--- src/rtl/bolme_birimi.sv ---
// Multi-cycle RV32M divider (DIV/DIVU/REM/REMU) for the YURUT stage.
// Restoring division, one quotient bit per cycle, with a done/stall handshake.
module bolme_birimi #(
    parameter int unsigned VERI_BIT = 32
) (
    input  logic                clk_i,
    input  logic                rst_i,
    input  logic                istek_i,
    input  logic [1:0]          islem_i,
    input  logic [VERI_BIT-1:0] bolunen_i,
    input  logic [VERI_BIT-1:0] bolen_i,
    input  logic                durdur_i,
    output logic [VERI_BIT-1:0] sonuc_o,
    output logic                bitti_o,
    output logic                mesgul_o
);

    localparam int unsigned SayacBit = $clog2(VERI_BIT);
    localparam logic [VERI_BIT-1:0] EnKucuk = {1'b1, {(VERI_BIT-1){1'b0}}};

    typedef enum logic [1:0] {StBosta, StCalis, StBitti} durum_e;

    durum_e              durum_q, durum_d;
    logic [VERI_BIT-1:0] sonuc_q, sonuc_d;
    logic [VERI_BIT-1:0] bolum_q, bolum_d;
    logic [VERI_BIT-1:0] bolen_q, bolen_d;
    logic [VERI_BIT:0]   kalan_q, kalan_d;
    logic [SayacBit-1:0] sayac_q, sayac_d;
    logic                kalan_sec_q, kalan_sec_d;
    logic                bolum_isaret_q, bolum_isaret_d;
    logic                kalan_isaret_q, kalan_isaret_d;

    logic                isaretli, a_negatif, b_negatif, sifira_bolme, tasma;
    logic [VERI_BIT-1:0] a_mutlak, b_mutlak;
    logic [VERI_BIT:0]   kalan_kay, fark, kalan_adim;
    logic [VERI_BIT-1:0] bolum_adim, bolum_son, kalan_son;
    logic                bolum_bit;

    always_comb begin
        isaretli     = ~islem_i[0];
        a_negatif    = isaretli & bolunen_i[VERI_BIT-1];
        b_negatif    = isaretli & bolen_i[VERI_BIT-1];
        a_mutlak     = a_negatif ? (~bolunen_i + 1'b1) : bolunen_i;
        b_mutlak     = b_negatif ? (~bolen_i + 1'b1) : bolen_i;
        sifira_bolme = (bolen_i == '0);
        tasma        = isaretli & (bolunen_i == EnKucuk) & (bolen_i == '1);

        // Remainder is 33 bits wide so the shifted value never loses its carry.
        kalan_kay  = {kalan_q[VERI_BIT-1:0], bolum_q[VERI_BIT-1]};
        fark       = kalan_kay - {1'b0, bolen_q};
        bolum_bit  = ~fark[VERI_BIT];
        kalan_adim = bolum_bit ? fark : kalan_kay;
        bolum_adim = {bolum_q[VERI_BIT-2:0], bolum_bit};
        bolum_son  = bolum_isaret_q ? (~bolum_adim + 1'b1) : bolum_adim;
        kalan_son  = kalan_isaret_q ? (~kalan_adim[VERI_BIT-1:0] + 1'b1)
                                    : kalan_adim[VERI_BIT-1:0];
    end

    always_comb begin
        durum_d        = durum_q;
        sonuc_d        = sonuc_q;
        bolum_d        = bolum_q;
        bolen_d        = bolen_q;
        kalan_d        = kalan_q;
        sayac_d        = sayac_q;
        kalan_sec_d    = kalan_sec_q;
        bolum_isaret_d = bolum_isaret_q;
        kalan_isaret_d = kalan_isaret_q;
        bitti_o        = 1'b1;

        unique case (durum_q)
            StBosta: begin
                // Combinational so the control unit stalls in the arrival cycle.
                bitti_o = ~istek_i;
                if (istek_i) begin
                    kalan_sec_d    = islem_i[1];
                    bolum_isaret_d = a_negatif ^ b_negatif;
                    kalan_isaret_d = a_negatif;
                    bolum_d        = a_mutlak;
                    bolen_d        = b_mutlak;
                    kalan_d        = '0;
                    if (sifira_bolme) begin
                        sonuc_d = islem_i[1] ? bolunen_i : '1;
                        durum_d = StBitti;
                    end else if (tasma) begin
                        sonuc_d = islem_i[1] ? '0 : EnKucuk;
                        durum_d = StBitti;
                    end else begin
                        sayac_d = SayacBit'(VERI_BIT - 1);
                        durum_d = StCalis;
                    end
                end
            end
            StCalis: begin
                bitti_o = 1'b0;
                bolum_d = bolum_adim;
                kalan_d = kalan_adim;
                sayac_d = sayac_q - 1'b1;
                if (sayac_q == '0) begin
                    sonuc_d = kalan_sec_q ? kalan_son : bolum_son;
                    durum_d = StBitti;
                end
            end
            StBitti: begin
                bitti_o = 1'b1;
                if (!durdur_i) begin
                    durum_d = StBosta;
                end
            end
            default: begin
                durum_d = StBosta;
            end
        endcase
    end

    always_ff @(posedge clk_i) begin
        if (rst_i) begin
            durum_q        <= StBosta;
            sonuc_q        <= '0;
            bolum_q        <= '0;
            bolen_q        <= '0;
            kalan_q        <= '0;
            sayac_q        <= '0;
            kalan_sec_q    <= 1'b0;
            bolum_isaret_q <= 1'b0;
            kalan_isaret_q <= 1'b0;
        end else begin
            durum_q        <= durum_d;
            sonuc_q        <= sonuc_d;
            bolum_q        <= bolum_d;
            bolen_q        <= bolen_d;
            kalan_q        <= kalan_d;
            sayac_q        <= sayac_d;
            kalan_sec_q    <= kalan_sec_d;
            bolum_isaret_q <= bolum_isaret_d;
            kalan_isaret_q <= kalan_isaret_d;
        end
    end

    assign sonuc_o  = sonuc_q;
    assign mesgul_o = (durum_q != StBosta);

endmodule

--- config.mk ---
export PLATFORM = sky130hd
export DESIGN_NAME = bolme_birimi
export DESIGN_NICKNAME = d
export VERILOG_FILES = /design/src/rtl/bolme_birimi.sv
export SDC_FILE = /design/constraint.sdc
export NUM_CORES = 1
export LEC_CHECK = 0
export CAP_MARGIN = 20
export CELL_PAD_IN_SITES_DETAIL_PLACEMENT = 1
export CELL_PAD_IN_SITES_GLOBAL_PLACEMENT = 1
export CORE_MARGIN = 2
export CORE_UTILIZATION = 47
export DETAILED_ROUTE_END_ITERATION = 7
export PLACE_DENSITY_LB_ADDON = 0.1
export SETUP_SLACK_MARGIN = 0.1
export SYNTH_ARGS = -nofsm -noshare
export SYNTH_HDL_FRONTEND = slang
export SYNTH_SLANG_ARGS = --single-unit
--- constraint.sdc ---
create_clock -name clk_i -period 7 [get_ports clk_i]
set_clock_uncertainty 0.1 [all_clocks]
set_input_delay 1.4 -clock clk_i [delete_from_list [all_inputs] [get_ports clk_i]]
set_output_delay 1.4 -clock clk_i [all_outputs]
set_load 0.03 [all_outputs]
Word level (Yosys, flattened, before mapping)
Index checks and enable logic that the tools add are counted.
Widths: inputs -> output; s select.
- bits in registers: 138
- bits in latches: 0
- memory bits (writable): 0
- bits in read-only memories: 0
- bits of input ports: 70
- memories: 0
- $add $sub $neg: 6
- $mul: 0
- divide/modulo/power cells: 0
- order comparisons: 0
- equality and inequality tests: 10
- shift operators: 0
- multiplexer cells: 28
- bitwise logic cells: 12
- reduce and logical (&&, ||, !) cells: 10
- operators by type and width (operator ; number):
    $mux 32 ; 14
    $pmux 32 s2 ; 3
    $add 32x1->32 const B ; 4
    $not 32->32 ; 4
    $eq 32x32->1 const B ; 2
    $sub 33x32->33 ; 1
    $logic_not 32->1 ; 1
    $mux 5 ; 3
    $mux 2 ; 5
    $ne 2x2->1 const B ; 5
    $pmux 5 s2 ; 1
    $reduce_and 4->1 ; 2
    $pmux 2 s3 ; 1
    $logic_not 5->1 ; 1
    $sub 5x1->5 const B ; 1
    $and 1x1->1 ; 4
    $reduce_and 2->1 ; 2
    $reduce_bool 2->1 ; 2
    $ne 3x3->1 const B ; 1
    $not 1->1 ; 3
    $reduce_and 3->1 ; 1
    $eq 2x1->1 const B ; 1
    $eq 2x2->1 const B ; 1
    $logic_not 2->1 ; 1
    2 further kinds ; 2

Logic depth before layout (Yosys ltp)
Gate-level depths: netlist of the first run.
- depth after elaboration: 8
- mapped depth: 22
- depth with buffers taken out: 20

Worst setup path after synthesis of the first run
OpenSTA, ideal clock, no wires.
- path kind: register -> register
- from: register bolum_q[31]
- to: register sonuc_q[22], in the netlist sonuc_o[22]
- library setup time: 0.075 ns
- arrival time: 4.316 ns
- required time: 6.825 ns
- slack: 2.509 ns
- cell stages (with the launch flop): 22
- path buffers: 2
- cells stage by stage: dfxtp_1 -> inv_1 -> ha_1 -> fa_1 -> nor2b_1 -> o21a_1 -> o21ai_1 -> a21oi_1 -> a211oi_2 -> nor2_4 -> inv_2 -> buf_2 -> buf_6 -> a21oi_1 -> ha_1 -> nand3b_1 -> a2111oi_4 -> a31oi_1 -> nor3_1 -> mux2i_1 -> o21ai_1 -> o22ai_1
- word-level cells in the longest chain between the ends: 8
- ends and longest elaborated chain (item ; line ; source):
    start: declaration ; 25 ; logic [VERI_BIT-1:0] bolum_q, bolum_d;
    start signal: assignment ; 130 ; bolum_q <= bolum_d;
    $sub 33x32->33 ; 50 ; fark = kalan_kay - {1'b0, bolen_q};
    $mux 32 or $not 1->1 (tied branches) ; 52, 51 ;
    $not 32->32 (on tied branches) ; 55, 54 ;
    $add 32x1->32 (on tied branches) ; 55, 54 ;
    $mux 32 (on tied branches) ; 55, 54 ;
    $mux 32 * ; 100 ; sonuc_d = kalan_sec_q ? kalan_son : bolum_son;
    $mux 32 * ; 99 ; if (sayac_q == '0) begin
    $pmux 32 s2 * ; 71 ; unique case (durum_q)
    end signal: assignment ; 129 ; sonuc_q <= sonuc_d;
    end: declaration ; 24 ; logic [VERI_BIT-1:0] sonuc_q, sonuc_d;
Every way passes the cells marked *; elsewhere a longest branch is shown, timed or not. The select of a mux whose other input is x is not followed.
A chain may end at the register's enable or synchronous reset.

Worst setup path after layout of the first run
Same ends and word-level chain as after synthesis.

==> summary.txt, run 1 <==
Run status
  • Status: finished, final reports clean

Timing
  • Max-slew headroom: 21.15%
  • Worst-Margin Slew: 1175 ps
  • Final hold vios: 0
  • RSZ-0062 raised after global routing: no
  • Final hold slack: 351.7 ps
  • Pins over their slew limit: 0
  • Tmin final: 5465 ps
  • Part of the cycle the worst path needs: 78.07%
  • Setup TNS Final: 0 ps
  • Max frequency: 0.1830 GHz
  • Final setup fails: 0

Clock tree
  • Root Buffer: clkbuf_16
  • CTS tree: done
  • PostCTS Resize Cnt: 0
  • Post-CTS setup buffers: 0
  • Worst-path clk slew: 70 ps
  • CTS Buf Count: 17
  • CTS max path bufs: 2
  • CTS HTree Levels: 4
  • CTS Sinks: 138
  • Clk_lat worst skew: 440 ps
  • Cts hold-fix bufs: 0

Pwr
  • Sw frac: 44.08%
  • Pwr Density: 261.4 nW/um2
  • Peak supply drop: 0.1437 mV
  • Part of the power in the clock network: 26.7%
  • Comb pwr share: 46.5%
  • Sequential share of power: 26.8%
  • Int Power: 1.962 mW
  • Leak: 4.882 nW
  • Switching power total: 1.547 mW

Critical path
  • Critical path's largest stage delay: 460 ps
  • End of the worst register-to-register path: sonuc_o[22]
  • Critical path depth: 21
  • Crit path max-delay cell type: a2111oi_4
  • Reg2Reg Setup Slack: 1540 ps
  • Worst reg2reg path depth: 21
  • CP Class: flop to flop
  • Top delay family on crit path: compound AO/OA/AOI/OAI gates
  • FF-to-FF Start: bolum_q[31]
  • CP required: 7250 ps
  • Critical path buffers and inverters: 3
  • Worst Path Arrival: 5710 ps
  • Crit-path cells: inv_1, ha_1, fa_1, nor2b_1, o21a_1, o21ai_1, a21oi_1, a31o_1, buf_4, nor2_4, inv_2, nor2_1, a21oi_1, ha_1, nand3b_1, a2111oi_4, a31oi_1, nor3_1, mux2i_1, o21ai_1, o22ai_1
  • Startpoint Class: flop
  • Crit-path max FO: 21
  • Setup crit end kind: flop

Synthesis
  • Synth Warn #: 0
  • Count of different cell masters after synthesis: 99
  • Most common flop cell mapped by yosys: dfxtp_1
  • Multiplexer area fraction after synthesis: 1.947%
  • Syn Area/Cell: 7.413 um2
  • Synth Area in XOR/XNOR: 8.985%
  • Cells after Synth: 1578
  • Post-synth EDFFs: 0
  • Synth Area in Adders: 4.343%
  • Post-Syn Nets: 1688
  • Sequential share of the synthesized area: 23.62%
  • Synthesized-area fraction occupied by and/or/nand/nor cells: 23.33%
  • Synth async-reset ratio: 0%
  • Compound-cell area share of the yosys netlist: 31.97%
  • Seq cells post-synth: 138
  • Cell Area, Synth: 11700 um2
  • Largest family of logic cells by synthesized area: compound AO/OA/AOI/OAI gates

Final layout
  • N_diodes: 0
  • FF+latch area: 2763 um2
  • Syn-to-layout area delta: 14.77%
  • Most frequent cells in the layout: nor2_1, dfxtp_1, nand2_1, a21oi_1, clkdlybuf4s50_1
  • Fill count: 3069
  • Commonest non-fill, non-tap cell in the layout: nor2_1
  • Share of cells above drive strength 1: 6.753%
  • Multi-input logic area: 8275 um2
  • Nets: 1726
  • Layout Cells excl Fill: 1953

Place
  • GP Congestion: 0.9234
  • Inst Count DP: 1921
  • PortBufs: 103
  • DP Wirelength: 35720 um

GRT
  • Largest net degree at the start of global routing: 89
  • Via count of the first global-routing pass: 12930
  • GRT Total Usage: 35.78%
  • Total grt overflow: 0
  • First-pass GRT wire length: 73250 um
  • Initial antenna violation count: 0

Hold path
  • Worst Min Path Start: sonuc_o[29]
  • Hold depth: 2
  • HP Class: flop to flop
  • Worst Hold End: sonuc_o[29]

Routing
  • Post-DRT Antenna Nets: 0
  • Initial DRC Count: 1257
  • 1st-pass router iterations: 6
  • Drt drc: 0
  • Vias: 12840
  • WL final: 46710 um
  • Vias/cell: 6.573
  • Routed wire per std cell: 23.91 um

Die
  • Die Footprint: 26170 um2
  • Die X-Extent: 161.8 um
  • Num rows: 57
  • # IOs: 104
  • Initial Util: 47.96%
  • Placeable Area: 24390 um2
  • DIE HEIGHT: 161.8 um

Job
  • Max_cap viols: 0
through the flow:
step / total power, mW / util [%] / area [um2] / setup WS [ps]
floorplan: 2.056 / - / 11700 / 2509
global placement: 2.503 / 52.63 / 12840 / 1526
detailed placement: 2.542 / 52.63 / 12840 / 1347
CTS: 3.482 / 55.04 / 13430 / 1635
global route: 3.684 / 55.04 / 13430 / 1115
finish: 3.509 / 55.04 / 13430 / 1535
cells in the mapped netlist (18+ instances only):
master	number	area, um2
a22oi_1	20	150.1
o21ai_0	97	485.5
xnor2_1	66	578.1
nand4_1	18	112.6
a222oi_1	30	300.3
or3_1	29	181.4
o211ai_1	18	135.1
ha_1	39	488.0
xor2_1	54	473.0
nand3_1	19	95.09
inv_1	66	247.7
buf_2	18	90.09
o31ai_1	21	157.7
nor2_1	211	792.0
a21oi_1	119	595.6
dfxtp_1	138	2763
nor3_1	43	215.2
clkbuf_1	64	240.2
nand2_1	132	495.5
a311oi_1	19	166.4
a211oi_1	45	337.8
o21ai_1	18	90.09
a31oi_1	18	112.6
routing by layer:
metal / global-route usage, % / routed length (um)
met5: 0 / 0
met4: 12.59 / 1479
met3: 8.350 / 3550
met2: 58.14 / 21520
met1: 46.58 / 20160
registers in the layout, summed over array words and instances (netlist names):
name            count
bolum_q            32
kalan_q            32
bolum_isaret_q      1
kalan_sec_q         1
bolen_q            32
sonuc_o            32
durum_q             2
kalan_isaret_q      1
sayac_q             5
cell families after synthesis:
logic type                 count (synthesis)
AOI/OAI and AO/OA                        534
DFF                                      138
adders and majority gates                 40
xor gates and xnor gates                 120
and+or+nand+nor                          561
buffers and inverters                    166
muxes                                     19
power by group through the flow:
stage / clock network (mW) / logic (mW) / registers [mW]
floorplan: 0 / 1.11 / 0.949
global placement: 0 / 1.55 / 0.951
detailed placement: 0 / 1.59 / 0.954
CTS: 0.943 / 1.60 / 0.937
global route: 0.984 / 1.75 / 0.947
finish: 0.936 / 1.63 / 0.940
worst max path at each step:
stage,start,end,slack [ps]
2_1_floorplan,bolum_q[31],sonuc_o[22],2510
3_3_place_gp,bolunen_i[0],sonuc_o[26],1530
3_5_place_dp,bolunen_i[1],sonuc_o[27],1350
4_1_cts,bolum_q[31],sonuc_o[22],1640
5_1_grt,bolum_q[31],sonuc_o[22],1120
6_report,bolum_q[31],sonuc_o[22],1540
area by class of cell:
class | instances | share of cell area, %
Clock inverter | 14 | 1.193
Timing Repair Buffer | 118 | 8.499
Multi-Input combinational cell | 1274 | 61.64
Inverter | 67 | 1.873
Clock buffer | 18 | 3.197
Tap cell | 324 | 3.020
Sequential cell | 138 | 20.58
worst min-delay path, stage by stage (launching register included):
cell     delay, ps
dfxtp_1        320
nand2_1         50
o21ai_1         50
Note: power is estimated with default switching activity, not from simulation.
==> run 2, diff against run 1 <==
--- a/config.mk
+++ b/config.mk
@@ -9,7 +9,7 @@
 export CELL_PAD_IN_SITES_DETAIL_PLACEMENT = 1
 export CELL_PAD_IN_SITES_GLOBAL_PLACEMENT = 1
 export CORE_MARGIN = 2
-export CORE_UTILIZATION = 47
+export CORE_UTILIZATION = 44
 export DETAILED_ROUTE_END_ITERATION = 7
 export PLACE_DENSITY_LB_ADDON = 0.1
 export SETUP_SLACK_MARGIN = 0.1
==> constraint.sdc (replaced) <==
create_clock -name clk_i -period 5.2 [get_ports clk_i]
set_clock_uncertainty 0.1 [all_clocks]
set_input_delay 1.04 -clock clk_i [delete_from_list [all_inputs] [get_ports clk_i]]
set_output_delay 1.04 -clock clk_i [all_outputs]
set_load 0.03 [all_outputs]
==> run 2 against run 1 <==
Effect of this change:
- the run now ends with DRC left
- setup slack got worse by 1100 ps
- first-iteration DRC count fell by 11%
- sequential share of layout area fell by 0.28 points
- maximum frequency rose by 14%
- critical path depth fell by 2
- hold slack improved by 6.9 ps
- via count fell by 0.94%
- critical endpoint is now sonuc_o[30]
==> summary.txt, run 2 (synthesis gave the netlist of run 1 again) <==
Clock tree
  • Cts hold-fix bufs: 0 (unchanged)
  • CTS Sinks: 138 (unchanged)
  • Clk_lat worst skew: 440 ps (about the same)
  • Worst-path clk slew: 70 ps (about the same)
  • CTS max path bufs: 2 (unchanged)
  • Root Buffer: clkbuf_16
  • CTS Buf Count: 17 (unchanged)
  • CTS tree: done
  • CTS HTree Levels: 4 (unchanged)

Critical path
  • Worst Path Arrival: 4980 ps (-730 ps)
  • Critical Path Most Common Cell: a21oi_2
  • FF-to-FF Start: bolum_q[31]
  • Top delay family on crit path: compound AO/OA/AOI/OAI gates
  • Critical path's largest stage delay: 490 ps (+30 ps)
  • CP required: 5390 ps (-1860 ps)
  • Crit-path cells: inv_1, ha_1, fa_1, nor2b_1, o21a_2, o21ai_1, a21oi_2, a31o_1, nor2_4, inv_2, nor2_1, a21oi_2, ha_2, nand3b_1, a2111oi_4, a21oi_1, o31ai_2, xor2_1, a211oi_1
  • Critical path buffers and inverters: 2 (-1)
  • Critical Path Source: bolum_q[31]
  • Startpoint Class: flop
  • Setup crit end kind: flop
  • Crit-path max FO: 8 (-62%)
  • CP Class: flop to flop
  • Crit path max-delay cell type: a2111oi_4

Routing
  • Routed wire per std cell: 23.23 um (-2.9%)
  • Post-DRT Antenna Nets: 0 (unchanged)
  • Vias: 12720 (-0.94%)
  • Vias/cell: 6.423 (-2.3%)
  • WL final: 45990 um (-1.5%)
  • Drt drc: 3 (+3)
  • Initial DRC Count: 1123 (-11%)
  • 1st-pass router iterations: 8 (+2)

Die
  • Die X-Extent: 167.1 um (+3.3%)
  • DIE HEIGHT: 167.1 um (+3.3%)
  • # IOs: 104 (unchanged)
  • Initial Util: 44.89% (-3.1 points)
  • Placeable Area: 26060 um2 (+6.8%)
  • Num rows: 59 (+3.5%)
  • Die Footprint: 27910 um2 (+6.6%)

Final layout
  • Syn-to-layout area delta: 16.36%
  • FF+latch area: 2763 um2 (unchanged)
  • Final Instance Area: 13610 um2 (+1.4%)
  • Most frequent cells in the layout: nor2_1, dfxtp_1, nand2_1, a21oi_1, clkdlybuf4s50_1
  • Share of cells above drive strength 1: 8.146% (+1.4 points)
  • N_diodes: 0 (unchanged)
  • Multi-input logic area: 8307 um2 (+0.38%)
  • Nets: 1742 (+0.93%)
  • Fill count: 3277 (+6.8%)
  • Commonest non-fill, non-tap cell in the layout: nor2_1

Timing
  • Part of the cycle the worst path needs: 92.03% (+14 points)
  • Final setup fails: 0 (unchanged)
  • Max-slew headroom: 22.20% (+1.0 points)
  • RSZ-0062 raised after global routing: no
  • Pins over their slew limit: 0 (unchanged)
  • Worst-Margin Slew: 1159 ps (-15.56 ps)
  • Setup TNS Final: 0 ps (unchanged)
  • Tmin final: 4786 ps (-679.0 ps)
  • Final hold vios: 0 (unchanged)
  • Max frequency: 0.2090 GHz (+14%)

Hold path
  • HP Class: flop to flop
  • Worst Min Path Start: bolen_q[31]

Pwr
  • Sw frac: 44.36% (+0.28 points)
  • Peak supply drop: 0.2212 mV (+54%)
  • Part of the power in the clock network: 26.5% (-0.2 points)
  • Comb pwr share: 47.0% (+0.5 points)
  • Sequential share of power: 26.5% (-0.3 points)
  • Switching power total: 2.105 mW (+36%)
  • Design Power: 4.745 mW (+35%)
  • Pwr Density: 348.6 nW/um2 (+33%)
  • Int Power: 2.640 mW (+35%)
  • Leak: 4.966 nW (+1.7%)

GRT
  • Largest net degree at the start of global routing: 68 (-24%)
  • Initial antenna violation count: 1 (+1)
  • M2 GR Usage: 52.78% (-5.4 points)
  • GRT Total Usage: 32.21% (-3.6 points)
  • Met3 Use GR: 4.610% (-3.7 points)
  • Met1 Use GR: 43.86% (-2.7 points)
  • Via count of the first global-routing pass: 12560 (-2.9%)
  • Busiest grt layer: met2
  • Total grt overflow: 0 (unchanged)
  • First-pass GRT wire length: 71370 um (-2.6%)

Job
  • Max_cap viols: 0 (unchanged)

Place
  • GP Congestion: 0.9072 (-1.8%)
  • DP Wirelength: 34710 um (-2.8%)
  • PortBufs: 103 (unchanged)
  • Placed inst area: 12980 um2 (+1.1%)

Run status
  • Status: finished, violations left
  • Failing checks: DRC
run 2: cell types whose count changed in the layout (fill, tap and decap cells not counted), sizes merged:
| cell | before | now |
|---|---|---|
| buf | 16 | 32 |
| bufinv | 2 | 1 |
| clkinv | 4 | 2 |
| clkinvlp | 2 | 3 |
| inv | 73 | 75 |
run 2: layout make-up:
type / instances / area share [%]
Clock buffer: 18 / 3.153
Clock inverter: 14 / 1.140
Inverter: 67 / 1.848
Multi-Input combinational cell: 1274 / 61.03
Sequential cell: 138 / 20.30
Tap cell: 335 / 3.080
Timing Repair Buffer: 134 / 9.450
run 2: final timing paths:
kind	slack, ps	endpoint	cells past startpoint
setup / recovery	410	sonuc_o[30]	19
hold / removal	360	bolen_q[31]	2
setup reg to reg	410	sonuc_o[30]	19
hold reg to reg	360	bolen_q[31]	2
run 2: power by group through the flow:
stage	combinational, mW	clock, mW	sequential, mW
after floorplan	1.49	0	1.28
after global placement	2.11	0	1.27
after detailed placement	2.16	0	1.28
after CTS	2.17	1.27	1.25
after global routing	2.41	1.32	1.27
final	2.23	1.26	1.26
run 2: timing repair:
item	4_1_cts	5_1_grt
gates resized for setup	0	8
setup endpoints to repair	0	12
setup buffers	0	2
run 2: worst register-to-register path: stages (launching register included):
cell,delay [ps]
dfxtp_1,420
inv_1,70
ha_1,260
fa_1,430
nor2b_1,250
o21a_2,250
o21ai_1,120
a21oi_2,290
a31o_1,250
nor2_4,50
inv_2,160
nor2_1,80
a21oi_2,170
ha_2,250
nand3b_1,180
a2111oi_4,490
a21oi_1,200
o31ai_2,320
xor2_1,220
a211oi_1,100
run 2: metal layers:
metal	part of all wire (%)	wire length, um
met1	45	20660
met4	2.7	1263
met3	5.7	2642
met2	47	21410
met5	0.028	13
run 2: through the flow:
step | setup WS [ps] | hold WS, ps | utilization (%) | cells
finish | 414.2 | 358.6 | 52.23 | 1980
global route | 153.0 | 371.4 | 52.23 | 1980
CTS | 230.5 | 358.8 | 52.05 | 1978
detailed placement | 233.5 | 350.9 | 49.81 | 1946
global placement | 493.7 | 342.9 | 49.81 | 1946
floorplan | 709.5 | 331.9 | - | 1578
